<file path="src/rtl/stat_display_scan.sv">
// ----------------------------------------------------------------------------
// stat_display_scan
//
// Consumer end of the pet-status interface. Takes a snapshot of the five 3-bit
// stat values once per frame and time-multiplexes them onto a 5-digit,
// common-anode, active-low 7-segment display. Between digits, all anodes are
// switched off for a short guard interval so that no ghost image of the
// previous digit appears. A low-stat alarm is raised while any snapshot value
// is at or below LOW_THRESH.
//
// Scan sequence per frame: LOAD (1 cycle), then for each digit 0..4:
// SHOW (CLK_DIV cycles) followed by BLANK (GUARD cycles).
// Frame period = 1 + 5*(CLK_DIV+GUARD) cycles.
//
// Optional feature macro: STAT_BLINK_EN
//   When defined, a digit whose snapshot value is low stays dark during SHOW
//   whenever bit BLINK_BIT of the frame counter is 1, so low stats blink.
//   When undefined, every digit is lit in every SHOW and no frame counter exists.
//
// Ports
//   clk          in   1  system clock, rising edge
//   rst          in   1  synchronous reset, active-high
//   foodValue    in   3  food stat, digit 0
//   sleepValue   in   3  sleep stat, digit 1
//   funValue     in   3  fun stat, digit 2
//   happyValue   in   3  happy stat, digit 3
//   healthValue  in   3  health stat, digit 4
//   an           out  5  anode enables, active-low; an[i] lights digit i
//   seg          out  7  segments {g,f,e,d,c,b,a}, active-low
//   frame_done   out  1  one-cycle pulse (the LOAD cycle) after a full scan
//   low_alarm    out  1  high while any snapshot stat <= LOW_THRESH
// ----------------------------------------------------------------------------
module stat_display_scan #(
    parameter int CLK_DIV    = 50000,
    parameter int GUARD      = 16,
    parameter int LOW_THRESH = 2,
    parameter int BLINK_BIT  = 5
) (
    input  logic       clk,
    input  logic       rst,
    input  logic [2:0] foodValue,
    input  logic [2:0] sleepValue,
    input  logic [2:0] funValue,
    input  logic [2:0] happyValue,
    input  logic [2:0] healthValue,
    output logic [4:0] an,
    output logic [6:0] seg,
    output logic       frame_done,
    output logic       low_alarm
);

    localparam int MAX_DWELL = (CLK_DIV > GUARD) ? CLK_DIV : GUARD;
    localparam int CNT_W     = $clog2(MAX_DWELL + 1);

    typedef enum logic [1:0] {
        LOAD  = 2'd0,
        SHOW  = 2'd1,
        BLANK = 2'd2
    } scanState_t;

    scanState_t       state, stateNext;
    logic [2:0]       digit, digitNext;
    logic [CNT_W-1:0] dwellCnt, dwellNext;
    logic [4:0][2:0]  snap, snapNext;
    logic [4:0][2:0]  liveStats;
    logic [4:0]       anNext;
    logic [6:0]       segNext;
    logic             frameDoneNext;
    logic             lowAlarmNext;
    logic             showEn;
    logic [2:0]       showDigit;
    logic [2:0]       showVal;

`ifdef STAT_BLINK_EN
    localparam int FRAME_W = BLINK_BIT + 1;
    logic [FRAME_W-1:0] frameCnt, frameCntNext;
`endif

    function automatic logic [6:0] decodeDigit(input logic [2:0] v);
        logic [6:0] s;
        case (v)
            3'd0:    s = 7'b1000000;
            3'd1:    s = 7'b1111001;
            3'd2:    s = 7'b0100100;
            3'd3:    s = 7'b0110000;
            3'd4:    s = 7'b0011001;
            3'd5:    s = 7'b0010010;
            3'd6:    s = 7'b0000010;
            default: s = 7'b1111000;
        endcase
        return s;
    endfunction

    function automatic logic isLow(input logic [2:0] v);
        return v <= 3'(LOW_THRESH);
    endfunction

    function automatic logic anyLow(input logic [4:0][2:0] v);
        logic r;
        r = 1'b0;
        for (int i = 0; i < 5; i++) begin
            r = r | isLow(v[i]);
        end
        return r;
    endfunction

    // Live inputs packed so that element i is the stat shown on digit i.
    assign liveStats = {healthValue, happyValue, funValue, sleepValue, foodValue};

    // State register. Every output is a register loaded from the next-value
    // logic below, so the display pins never see combinational glitches.
    // Reset returns the scan to LOAD with the display dark and flags cleared.
    always_ff @(posedge clk) begin
        if (rst) begin
            state      <= LOAD;
            digit      <= '0;
            dwellCnt   <= '0;
            snap       <= '0;
            an         <= 5'b11111;
            seg        <= 7'b1111111;
            frame_done <= 1'b0;
            low_alarm  <= 1'b0;
`ifdef STAT_BLINK_EN
            frameCnt   <= '0;
`endif
        end else begin
            state      <= stateNext;
            digit      <= digitNext;
            dwellCnt   <= dwellNext;
            snap       <= snapNext;
            an         <= anNext;
            seg        <= segNext;
            frame_done <= frameDoneNext;
            low_alarm  <= lowAlarmNext;
`ifdef STAT_BLINK_EN
            frameCnt   <= frameCntNext;
`endif
        end
    end

    // Next-state and next-output logic. LOAD takes the snapshot and starts
    // digit 0 in the same edge, using the live inputs since the snapshot
    // register is only being written on that edge. SHOW holds the digit for
    // CLK_DIV cycles and then blanks it; BLANK waits GUARD cycles and then
    // either lights the next digit or, after digit 4, returns to LOAD while
    // pulsing frame_done. The dwell counter restarts at every state change.
    // Lighting a digit is funnelled through showEn/showDigit/showVal so that
    // the optional blink suppression is applied in exactly one place.
    always_comb begin
        stateNext     = state;
        digitNext     = digit;
        dwellNext     = dwellCnt + CNT_W'(1);
        snapNext      = snap;
        anNext        = an;
        segNext       = seg;
        frameDoneNext = 1'b0;
        lowAlarmNext  = low_alarm;
        showEn        = 1'b0;
        showDigit     = '0;
        showVal       = '0;
`ifdef STAT_BLINK_EN
        frameCntNext  = frameCnt;
`endif

        case (state)
            LOAD: begin
                snapNext     = liveStats;
                lowAlarmNext = anyLow(liveStats);
                stateNext    = SHOW;
                digitNext    = '0;
                dwellNext    = '0;
                showEn       = 1'b1;
                showDigit    = 3'd0;
                showVal      = foodValue;
            end
            SHOW: begin
                if (dwellCnt == CNT_W'(CLK_DIV - 1)) begin
                    anNext    = 5'b11111;
                    segNext   = 7'b1111111;
                    stateNext = BLANK;
                    dwellNext = '0;
                end
            end
            BLANK: begin
                if (dwellCnt == CNT_W'(GUARD - 1)) begin
                    dwellNext = '0;
                    if (digit == 3'd4) begin
                        stateNext     = LOAD;
                        frameDoneNext = 1'b1;
`ifdef STAT_BLINK_EN
                        frameCntNext  = frameCnt + FRAME_W'(1);
`endif
                    end else begin
                        stateNext = SHOW;
                        digitNext = digit + 3'd1;
                        showEn    = 1'b1;
                        showDigit = digit + 3'd1;
                        showVal   = snap[digit + 3'd1];
                    end
                end
            end
            default: begin
                stateNext = LOAD;
                dwellNext = '0;
                anNext    = 5'b11111;
                segNext   = 7'b1111111;
            end
        endcase

        if (showEn) begin
            anNext  = ~(5'b00001 << showDigit);
            segNext = decodeDigit(showVal);
`ifdef STAT_BLINK_EN
            if (isLow(showVal) && frameCnt[BLINK_BIT]) begin
                anNext = 5'b11111;
            end
`endif
        end
    end

endmodule
</file>
<file path="config.mk">
export PLATFORM = sky130hd
export DESIGN_NAME = stat_display_scan
export DESIGN_NICKNAME = d
export VERILOG_FILES = /design/src/rtl/stat_display_scan.sv
export SDC_FILE = /design/constraint.sdc
export NUM_CORES = 1
export LEC_CHECK = 0
export ABC_AREA = 1
export CAP_MARGIN = 0
export CELL_PAD_IN_SITES_DETAIL_PLACEMENT = 0
export CELL_PAD_IN_SITES_GLOBAL_PLACEMENT = 1
export CORE_ASPECT_RATIO = 1.5
export CORE_MARGIN = 1
export CORE_UTILIZATION = 25
export DETAILED_ROUTE_END_ITERATION = 7
export PLACE_DENSITY = 0.57
export SLEW_MARGIN = 10
export SYNTH_ARGS = -nofsm -noshare
export SYNTH_HDL_FRONTEND = slang
export SYNTH_SLANG_ARGS = --single-unit
</file>
<file path="constraint.sdc">
create_clock -name clk -period 2.14 [get_ports clk]
set_input_delay 0.321 -clock clk [delete_from_list [all_inputs] [get_ports clk]]
set_output_delay 0.321 -clock clk [all_outputs]
set_load 0.005 [all_outputs]
</file>
==> impl_metrics.sql, run 1 <==
INSERT INTO impl_metrics (metric_group, metric, value, unit) VALUES
('outcome', 'status', 'finished, violations left', ''),
('outcome', 'failing_checks', 'design-rule violations', ''),
('critical_path', 'timing.critical_path.to_type', 'flip-flop', ''),
('yosys', 'synth-compound-area-share', '0.116', ''),
('clocking', 'clk_pin_slew_worst_paths', '0.06', 'ns'),
('final_layout', 'final_nets', '405', ''),
('yosys', 'synth_seq_cells', '50', ''),
('final_layout', 'most-common-layout-cells', 'sky130_fd_sc_hd__nand2_1, sky130_fd_sc_hd__dfxtp_1, sky130_fd_sc_hd__inv_1, sky130_fd_sc_hd__nor2_1, sky130_fd_sc_hd__clkdlybuf4s50_1', ''),
('clocking', 'cts_hold_buf', '0', ''),
('detailed_routing', 'antenna_violating_nets_post_route', '0', ''),
('clocking', 'htree_levels', '2', ''),
('yosys', 'synth_edf_count', '0', ''),
('detailed_routing', 'avgViaCountPerCell', '4.51', ''),
('yosys', 'async_flop_share', '0', ''),
('floorplanning', 'floorplan.die.height', '126', 'um'),
('placement', 'detailed_place_hpwl', '4830', 'um'),
('final_layout', 'antennaDiodeCount', '0', ''),
('final_layout', 'post-route-util', '0.317', ''),
('power', 'power_density_over_the_cells', '1040', 'nW/um^2'),
('run', 'maxCapViolCount', '0', ''),
('clocking', 'cts_resized', '0', ''),
('detailed_routing', 'drt_first_pass_iters', '8', ''),
('clocking', 'cts_setup_buffers', '0', ''),
('global_routing', 'grt-ovfl-total', '0', ''),
('detailed_routing', 'drt-wirelength-per-cell', '12.6', 'um'),
('critical_path', 'timing.critical_path.arrival', '2.07', 'ns'),
('global_routing', 'grt_antenna_before_repair', '0', ''),
('timing', 'period_needed', '1.89', 'ns'),
('critical_path', 'crit_slowest_cell', 'sky130_fd_sc_hd__dfxtp_1', ''),
('detailed_routing', 'sum_of_routed_wire_length_over_all_layers', '6220', 'um'),
('global_routing', 'global_route_wire_length_before_repair', '10700', 'um'),
('critical_path', 'critical-path-top-delay-family', 'simple AND/OR/NAND/NOR gates', ''),
('timing', 'clock-skew-final', '0.00328', 'ns'),
('floorplanning', 'ioPinCount', '31', ''),
('final_layout', 'fraction_of_layout_instances_using_a_drive_strength_above_1', '0.137', ''),
('timing', 'grt_setup_unrepaired', 'no', ''),
('clocking', 'tritoncts_clock_tree', 'yes', ''),
('floorplanning', 'die_area', '10700', 'sq um'),
('yosys', 'postSynth.topFlopCell', 'sky130_fd_sc_hd__dfxtp_1', ''),
('floorplanning', 'std_cell_rows', '44', ''),
('timing', 'slew_limit_headroom', '0.705', ''),
('yosys', 'yosys_warnings', '0', ''),
('placement', 'port_buffer_count', '30', ''),
('power', 'peakVddDrop', '0.000351', 'V'),
('detailed_routing', 'detail_route.iter0.violations', '72', ''),
('floorplanning', 'floorplan.initialDensity', '0.261', ''),
('yosys', 'synthXorXnorAreaFrac', '0.0302', ''),
('yosys', 'synth.yosys.seq_area_share', '0.390', ''),
('min_path', 'hold_path_class', 'reg -> reg', ''),
('timing', 'achievable_frequency', '530', 'MHz'),
('detailed_routing', 'drt_drc_violations_left', '2', ''),
('critical_path', 'setup.worst_path.start_class', 'flip-flop', ''),
('critical_path', 'criticalPathCategory', 'reg -> reg', ''),
('yosys', 'synth_instances', '348', ''),
('timing', 'post-route-period-util', '0.881', ''),
('timing', 'max_slew.worst_pin.slew', '0.443', 'ns'),
('clocking', 'cts_made_buffers', '5', ''),
('yosys', 'synthesis.area_per_instance', '7.38', 'sq um'),
('yosys', 'post_synth_design_cell_area', '2570', 'sq um'),
('timing', 'fin_setup_tns', '0', 'ns'),
('clocking', 'root_buffer', 'sky130_fd_sc_hd__clkbuf_16', ''),
('timing', 'whs', '0.443', 'ns'),
('yosys', 'synth.distinct_cells', '38', ''),
('critical_path', 'cpPeakStageDelay', '0.35', 'ns'),
('clocking', 'cts.path.max_buffers', '2', ''),
('clocking', 'clock_latency_late_sink', '0.29', 'ns'),
('power', 'fin_total_pwr', '3240', 'uW'),
('yosys', 'post_synth_and_or_nand_nor_area_fraction', '0.334', ''),
('timing', 'final_setup_violation_count', '0', ''),
('yosys', 'synth_adder_area_share', '0.0341', ''),
('floorplanning', 'dieWidth', '84.7', 'um');
[kinds of logic (layout without fill, tap and decap cells)]
kind of cell               after synthesis  after routing
and+or+nand+nor                        174            174
buffers and inverters                   53             85
DFF                                     50             50
AOI/OAI and AO/OA                       56             56
adders and majority gates                7              7
xor gates and xnor gates                 8              8
[report_power, final]
part | internal (uW) | switching [uW] | leakage, uW
Combinational | 479 | 712 | 0.000822
Clock | 453 | 344 | 0.0000688
Sequential | 1150 | 102 | 0.000410
Total | 2080 | 1160 | 0.00130
[layer usage]
metal  up-vias  part of all wire  GRT usage
met1      1026              0.42      0.137
met3         6             0.023     0.0269
li1       1180                 -          -
met5         -                 0          0
met2        20              0.54      0.244
met4         0             0.021     0.0568
[worst paths after layout]
| check | startpoint | end | slack, ns | depth (start not counted) |
|---|---|---|---|---|
| setup / recovery | dwellCnt[0]$_SDFF_PP0_ | seg[1]$_SDFFE_PP1P_ | 0.25 | 13 |
| hold / removal | dwellCnt[0]$_SDFF_PP0_ | dwellCnt[0]$_SDFF_PP0_ | 0.44 | 1 |
| setup reg to reg | dwellCnt[0]$_SDFF_PP0_ | seg[1]$_SDFFE_PP1P_ | 0.25 | 13 |
| hold reg to reg | dwellCnt[0]$_SDFF_PP0_ | dwellCnt[0]$_SDFF_PP0_ | 0.44 | 1 |
[cells in the mapped netlist (2+ instances only)]
library cell,count,area (sq um)
sky130_fd_sc_hd__a21oi_1,24,120
sky130_fd_sc_hd__a21oi_2,2,17.5
sky130_fd_sc_hd__a31oi_1,3,18.8
sky130_fd_sc_hd__buf_6,2,22.5
sky130_fd_sc_hd__clkbuf_1,6,22.5
sky130_fd_sc_hd__clkinv_1,2,7.51
sky130_fd_sc_hd__dfxtp_1,50,1000
sky130_fd_sc_hd__ha_1,7,87.6
sky130_fd_sc_hd__inv_1,32,120
sky130_fd_sc_hd__inv_2,7,26.3
sky130_fd_sc_hd__nand2_1,78,293
sky130_fd_sc_hd__nand2_2,9,56.3
sky130_fd_sc_hd__nand2_4,6,67.6
sky130_fd_sc_hd__nand3_1,26,130
sky130_fd_sc_hd__nand3_2,3,30.0
sky130_fd_sc_hd__nand4_1,3,18.8
sky130_fd_sc_hd__nor2_1,32,120
sky130_fd_sc_hd__nor2_2,3,18.8
sky130_fd_sc_hd__nor3_1,4,20.0
sky130_fd_sc_hd__nor3_2,2,20.0
sky130_fd_sc_hd__nor4_1,2,12.5
sky130_fd_sc_hd__o21ai_0,17,85.1
sky130_fd_sc_hd__o21ai_1,6,30.0
sky130_fd_sc_hd__o22ai_1,3,18.8
sky130_fd_sc_hd__xnor2_1,3,26.3
sky130_fd_sc_hd__xor2_1,4,35.0
[flip-flops by register name (all words and copies together), names as in the netlist]
name / flops
dwellCnt: 16
an: 5
state: 2
seg: 7
digit: 3
low_alarm: 1
frame_done: 1
snap: 15
[area by class of cell]
| class | instances | area, sq um |
|---|---|---|
| Timing Repair Buffer | 38 | 360 |
| Sequential cell | 50 | 1000 |
| Inverter | 41 | 154 |
| Tap cell | 115 | 144 |
| Clock buffer | 6 | 139 |
| Fill cell | 1070 | 6730 |
| Multi-Input combinational cell | 245 | 1320 |
[metrics by stage]
step           std cells  setup slack (ns)
6_report             495             0.254
5_1_grt              495            0.0669
4_1_cts              495             0.122
3_5_place_dp         489             0.162
3_3_place_gp         489             0.111
2_1_floorplan        348             0.249
Power figures use the tool's default switching activity.
==> run 2: changes to the inputs <==
--- a/config.mk
+++ b/config.mk
@@ -13,7 +13,9 @@
 export CORE_MARGIN = 1
 export CORE_UTILIZATION = 25
 export DETAILED_ROUTE_END_ITERATION = 7
-export PLACE_DENSITY = 0.57
+export DONT_BUFFER_PORTS = 1
+export GPL_ROUTABILITY_DRIVEN = 0
+export PLACE_DENSITY = 0.52
 export SLEW_MARGIN = 10
 export SYNTH_ARGS = -nofsm -noshare
 export SYNTH_HDL_FRONTEND = slang
==> run 2 against run 1 <==
  * The run still ends with design-rule violations left
  * First-iteration DRC count up 13%
  * Final cell count down 5.9%
  * Critical path depth up 1
  * Clock power down 0.9%
  * Total power down 5.8%
  * Wire length up 3.8%
  * Largest cell class unchanged
==> impl_metrics.sql, run 2 (same netlist as run 1, synthesis figures left out) <==
INSERT INTO impl_metrics (metric_group, metric, value, unit) VALUES
('outcome', 'status', 'finished, violations left', ''),
('timing', 'slew_limit_headroom', '0.675', ''),
('clocking', 'cts_hold_buf', '0', ''),
('timing', 'final_setup_violation_count', '0', ''),
('run', 'maxCapViolCount', '0', ''),
('global_routing', 'grt-ovfl-total', '0', ''),
('timing', 'grt_setup_unrepaired', 'no', ''),
('clocking', 'tritoncts_clock_tree', 'yes', ''),
('final_layout', 'most_frequent_standard_cell_in_the_layout_excluding_fill_and_tap_cells', 'sky130_fd_sc_hd__nand2_1', ''),
('timing', 'final_hold_vio_count', '0', ''),
('outcome', 'failing_checks', 'design-rule violations', ''),
('timing', 'fin_setup_tns', '0', 'ns'),
('min_path', 'hold_path_class', 'in -> reg', ''),
('critical_path', 'critical_path.reg2reg.endpoint', 'seg[3]$_SDFFE_PP1P_', ''),
('critical_path', 'timing.critical_path.depth', '14', ''),
('critical_path', 'cp_common_cell', 'sky130_fd_sc_hd__nand2_1', ''),
('floorplanning', 'ioPinCount', '31', ''),
('global_routing', 'grt_usage', '0.129', ''),
('final_layout', 'finalNonFillerCells', '466', ''),
('timing', 'post-route-worst-setup-slack', '0.213', 'ns'),
('detailed_routing', 'drt_drc_violations_left', '1', ''),
('detailed_routing', 'dr_total_vias', '2167', ''),
('timing', 'whs', '0.0955', 'ns'),
('final_layout', 'final_nets', '374', ''),
('power', 'peakVddDrop', '0.000412', 'V'),
('clocking', 'cts_setup_buffers', '0', ''),
('final_layout', 'antennaDiodeCount', '0', ''),
('global_routing', 'grt_start_max_net_pins', '23', ''),
('global_routing', 'first_global_vias', '2204', ''),
('timing', 'achievable_frequency', '519', 'MHz'),
('critical_path', 'crit_path_cell_chain', 'inv_2 -> ha_1 -> inv_1 -> nand3_1 -> nand2_1 -> nand2_1 -> nand2_4 -> a21oi_2 -> nand2_1 -> nand2_1 -> nand2_2 -> nand2_1 -> nand2_1 -> nand2_1', ''),
('critical_path', 'crit_required', '2.38', 'ns'),
('critical_path', 'worstPathBufferInverterCount', '2', ''),
('critical_path', 'worst-path-max-fanout', '7', ''),
('timing', 'post-route-period-util', '0.901', ''),
('critical_path', 'criticalPathCategory', 'reg -> reg', ''),
('clocking', 'htree_levels', '2', ''),
('detailed_routing', 'avgViaCountPerCell', '4.65', ''),
('power', 'fin_total_pwr', '3050', 'uW'),
('critical_path', 'timing.critical_path.arrival', '2.16', 'ns'),
('critical_path', 'crit_slowest_cell', 'sky130_fd_sc_hd__ha_1', ''),
('clocking', 'cts_sinks', '50', ''),
('placement', 'detailed_place_hpwl', '5160', 'um'),
('critical_path', 'critical_path_endpoint', 'seg[3]$_SDFFE_PP1P_', ''),
('clocking', 'cts.path.max_buffers', '2', ''),
('placement', 'place_ws', '0.222', 'ns'),
('timing', 'max_slew.worst_pin.slew', '0.487', 'ns'),
('floorplanning', 'die_area', '10700', 'sq um'),
('timing', 'final_max_slew_viol_count', '0', ''),
('floorplanning', 'floorplan.initialDensity', '0.261', ''),
('power', 'power_density_over_the_cells', '1080', 'nW/um^2'),
('clocking', 'cts_resized', '0', ''),
('final_layout', 'synthToLayoutAreaGrowth', '9.75', '%'),
('critical_path', 'cpPeakStageDelay', '0.42', 'ns'),
('clocking', 'cts_made_buffers', '5', ''),
('global_routing', 'grt_antenna_before_repair', '0', ''),
('global_routing', 'global_route_wire_length_before_repair', '10900', 'um'),
('critical_path', 'setup.worst_path.start', 'digit[0]$_SDFFE_PP0P_', ''),
('placement', 'port_buffer_count', '0', ''),
('detailed_routing', 'sum_of_routed_wire_length_over_all_layers', '6460', 'um'),
('power', 'power.leakage', '0.00118', 'uW'),
('timing', 'period_needed', '1.93', 'ns'),
('detailed_routing', 'antenna_violating_nets_post_route', '0', ''),
('critical_path', 'reg2reg_depth', '14', ''),
('detailed_routing', 'drt_first_pass_iters', '8', ''),
('placement', 'number_of_placed_instances_with_taps_included', '458', ''),
('final_layout', 'largest_register', 'dwellCnt', ''),
('floorplanning', 'std_cell_rows', '44', ''),
('final_layout', 'largest_register_ffs', '16', ''),
('floorplanning', 'floorplan.die.height', '126', 'um'),
('detailed_routing', 'drt-wirelength-per-cell', '13.9', 'um'),
('floorplanning', 'core_area', '9850', 'sq um'),
('final_layout', 'fraction_of_layout_instances_using_a_drive_strength_above_1', '0.148', ''),
('critical_path', 'setup.worst_path.start_class', 'flip-flop', ''),
('final_layout', 'reg_top3', 'dwellCnt (16), snap (15), seg (7)', ''),
('critical_path', 'timing.critical_path.to_type', 'flip-flop', ''),
('clocking', 'root_buffer', 'sky130_fd_sc_hd__clkbuf_16', ''),
('critical_path', 'critical_path.reg2reg.startpoint', 'digit[0]$_SDFFE_PP0P_', ''),
('critical_path', 'critical-path-top-delay-family', 'simple AND/OR/NAND/NOR gates', ''),
('clocking', 'clk_pin_slew_worst_paths', '0.07', 'ns'),
('critical_path', 'regToRegSetupSlack', '0.21', 'ns'),
('timing', 'clock-skew-final', '0.00793', 'ns'),
('clocking', 'clock_latency_late_sink', '0.29', 'ns'),
('final_layout', 'fillers', '1122', ''),
('detailed_routing', 'detail_route.iter0.violations', '81', ''),
('final_layout', 'most-common-layout-cells', 'sky130_fd_sc_hd__nand2_1, sky130_fd_sc_hd__dfxtp_1, sky130_fd_sc_hd__inv_1, sky130_fd_sc_hd__nor2_1, sky130_fd_sc_hd__nand3_1', ''),
('floorplanning', 'dieWidth', '84.7', 'um');
==> run 2: changes by cell type in the layout (fill, tap and decap cells not counted), sizes merged <==
| cell | delta |
|---|---|
| clkdlybuf4s50 | -30 |
| clkinv | +2 |
| buf | -1 |
| clkbuf | -1 |
| clkinvlp | +1 |
==> run 2: layout make-up <==
type / instances / area (sq um) / area share
multi-input combinational: 245 / 1320 / 0.468
sequential: 50 / 1000 / 0.355
inverter: 41 / 154 / 0.0546
tap: 115 / 144 / 0.0511
clock buffer: 5 / 125 / 0.0444
timing repair buffer: 7 / 52.6 / 0.0187
clock inverter: 3 / 21.3 / 0.00755
==> run 2: worst reg2reg max path, stage by stage (launching register included) <==
cell	delay, ns
sky130_fd_sc_hd__dfxtp_1	0.40
sky130_fd_sc_hd__inv_2	0.05
sky130_fd_sc_hd__ha_1	0.42
sky130_fd_sc_hd__inv_1	0.14
sky130_fd_sc_hd__nand3_1	0.10
sky130_fd_sc_hd__nand2_1	0.06
sky130_fd_sc_hd__nand2_1	0.10
sky130_fd_sc_hd__nand2_4	0.06
sky130_fd_sc_hd__a21oi_2	0.17
sky130_fd_sc_hd__nand2_1	0.09
sky130_fd_sc_hd__nand2_1	0.08
sky130_fd_sc_hd__nand2_2	0.05
sky130_fd_sc_hd__nand2_1	0.06
sky130_fd_sc_hd__nand2_1	0.04
sky130_fd_sc_hd__nand2_1	0.05
==> run 2: worst min path at each step <==
| stage | startpoint | to | slack (ns) | cells past startpoint |
|---|---|---|---|---|
| floorplan | dwellCnt[0]$_SDFF_PP0_ | dwellCnt[0]$_SDFF_PP0_ | 0.41 | 1 |
| global placement | rst | snap[1]$_SDFFE_PP0N_ | 0.39 | 1 |
| detailed placement | rst | digit[0]$_SDFFE_PP0P_ | 0.40 | 1 |
| CTS | rst | snap[1]$_SDFFE_PP0N_ | 0.09 | 1 |
| global route | rst | snap[1]$_SDFFE_PP0N_ | 0.08 | 1 |
| finish | rst | snap[1]$_SDFFE_PP0N_ | 0.1 | 1 |
==> run 2: where the power goes <==
| part | total [uW] | internal (uW) | switching (uW) |
|---|---|---|---|
| Combinational | 993 | 317 | 676 |
| Sequential | 1270 | 1150 | 121 |
| Clock | 790 | 433 | 357 |
==> run 2: stage by stage <==
stage          cell area (sq um)   util
2_1_floorplan               2570      -
3_3_place_gp                2670  0.271
3_5_place_dp                2670  0.271
4_1_cts                     2820  0.286
5_1_grt                     2820  0.286
6_report                    2820  0.286
==> run 2: routing by layer <==
metal  track usage  routed length, um  vias up
met2         0.258               3590       31
li1              -                  -     1117
met5             0                  0        -
met4        0.0389                 82        0
met3        0.0328                337        6
met1         0.128               2450     1013
==> run 3: changes to the inputs <==
--- a/config.mk
+++ b/config.mk
@@ -6,7 +6,7 @@
 export NUM_CORES = 1
 export LEC_CHECK = 0
 export ABC_AREA = 1
-export CAP_MARGIN = 0
+export CAP_MARGIN = 5
 export CELL_PAD_IN_SITES_DETAIL_PLACEMENT = 0
 export CELL_PAD_IN_SITES_GLOBAL_PLACEMENT = 1
 export CORE_ASPECT_RATIO = 1.5
==> results of run 3 <==
Final layout, timing and power as in run 2 (identical DEF).
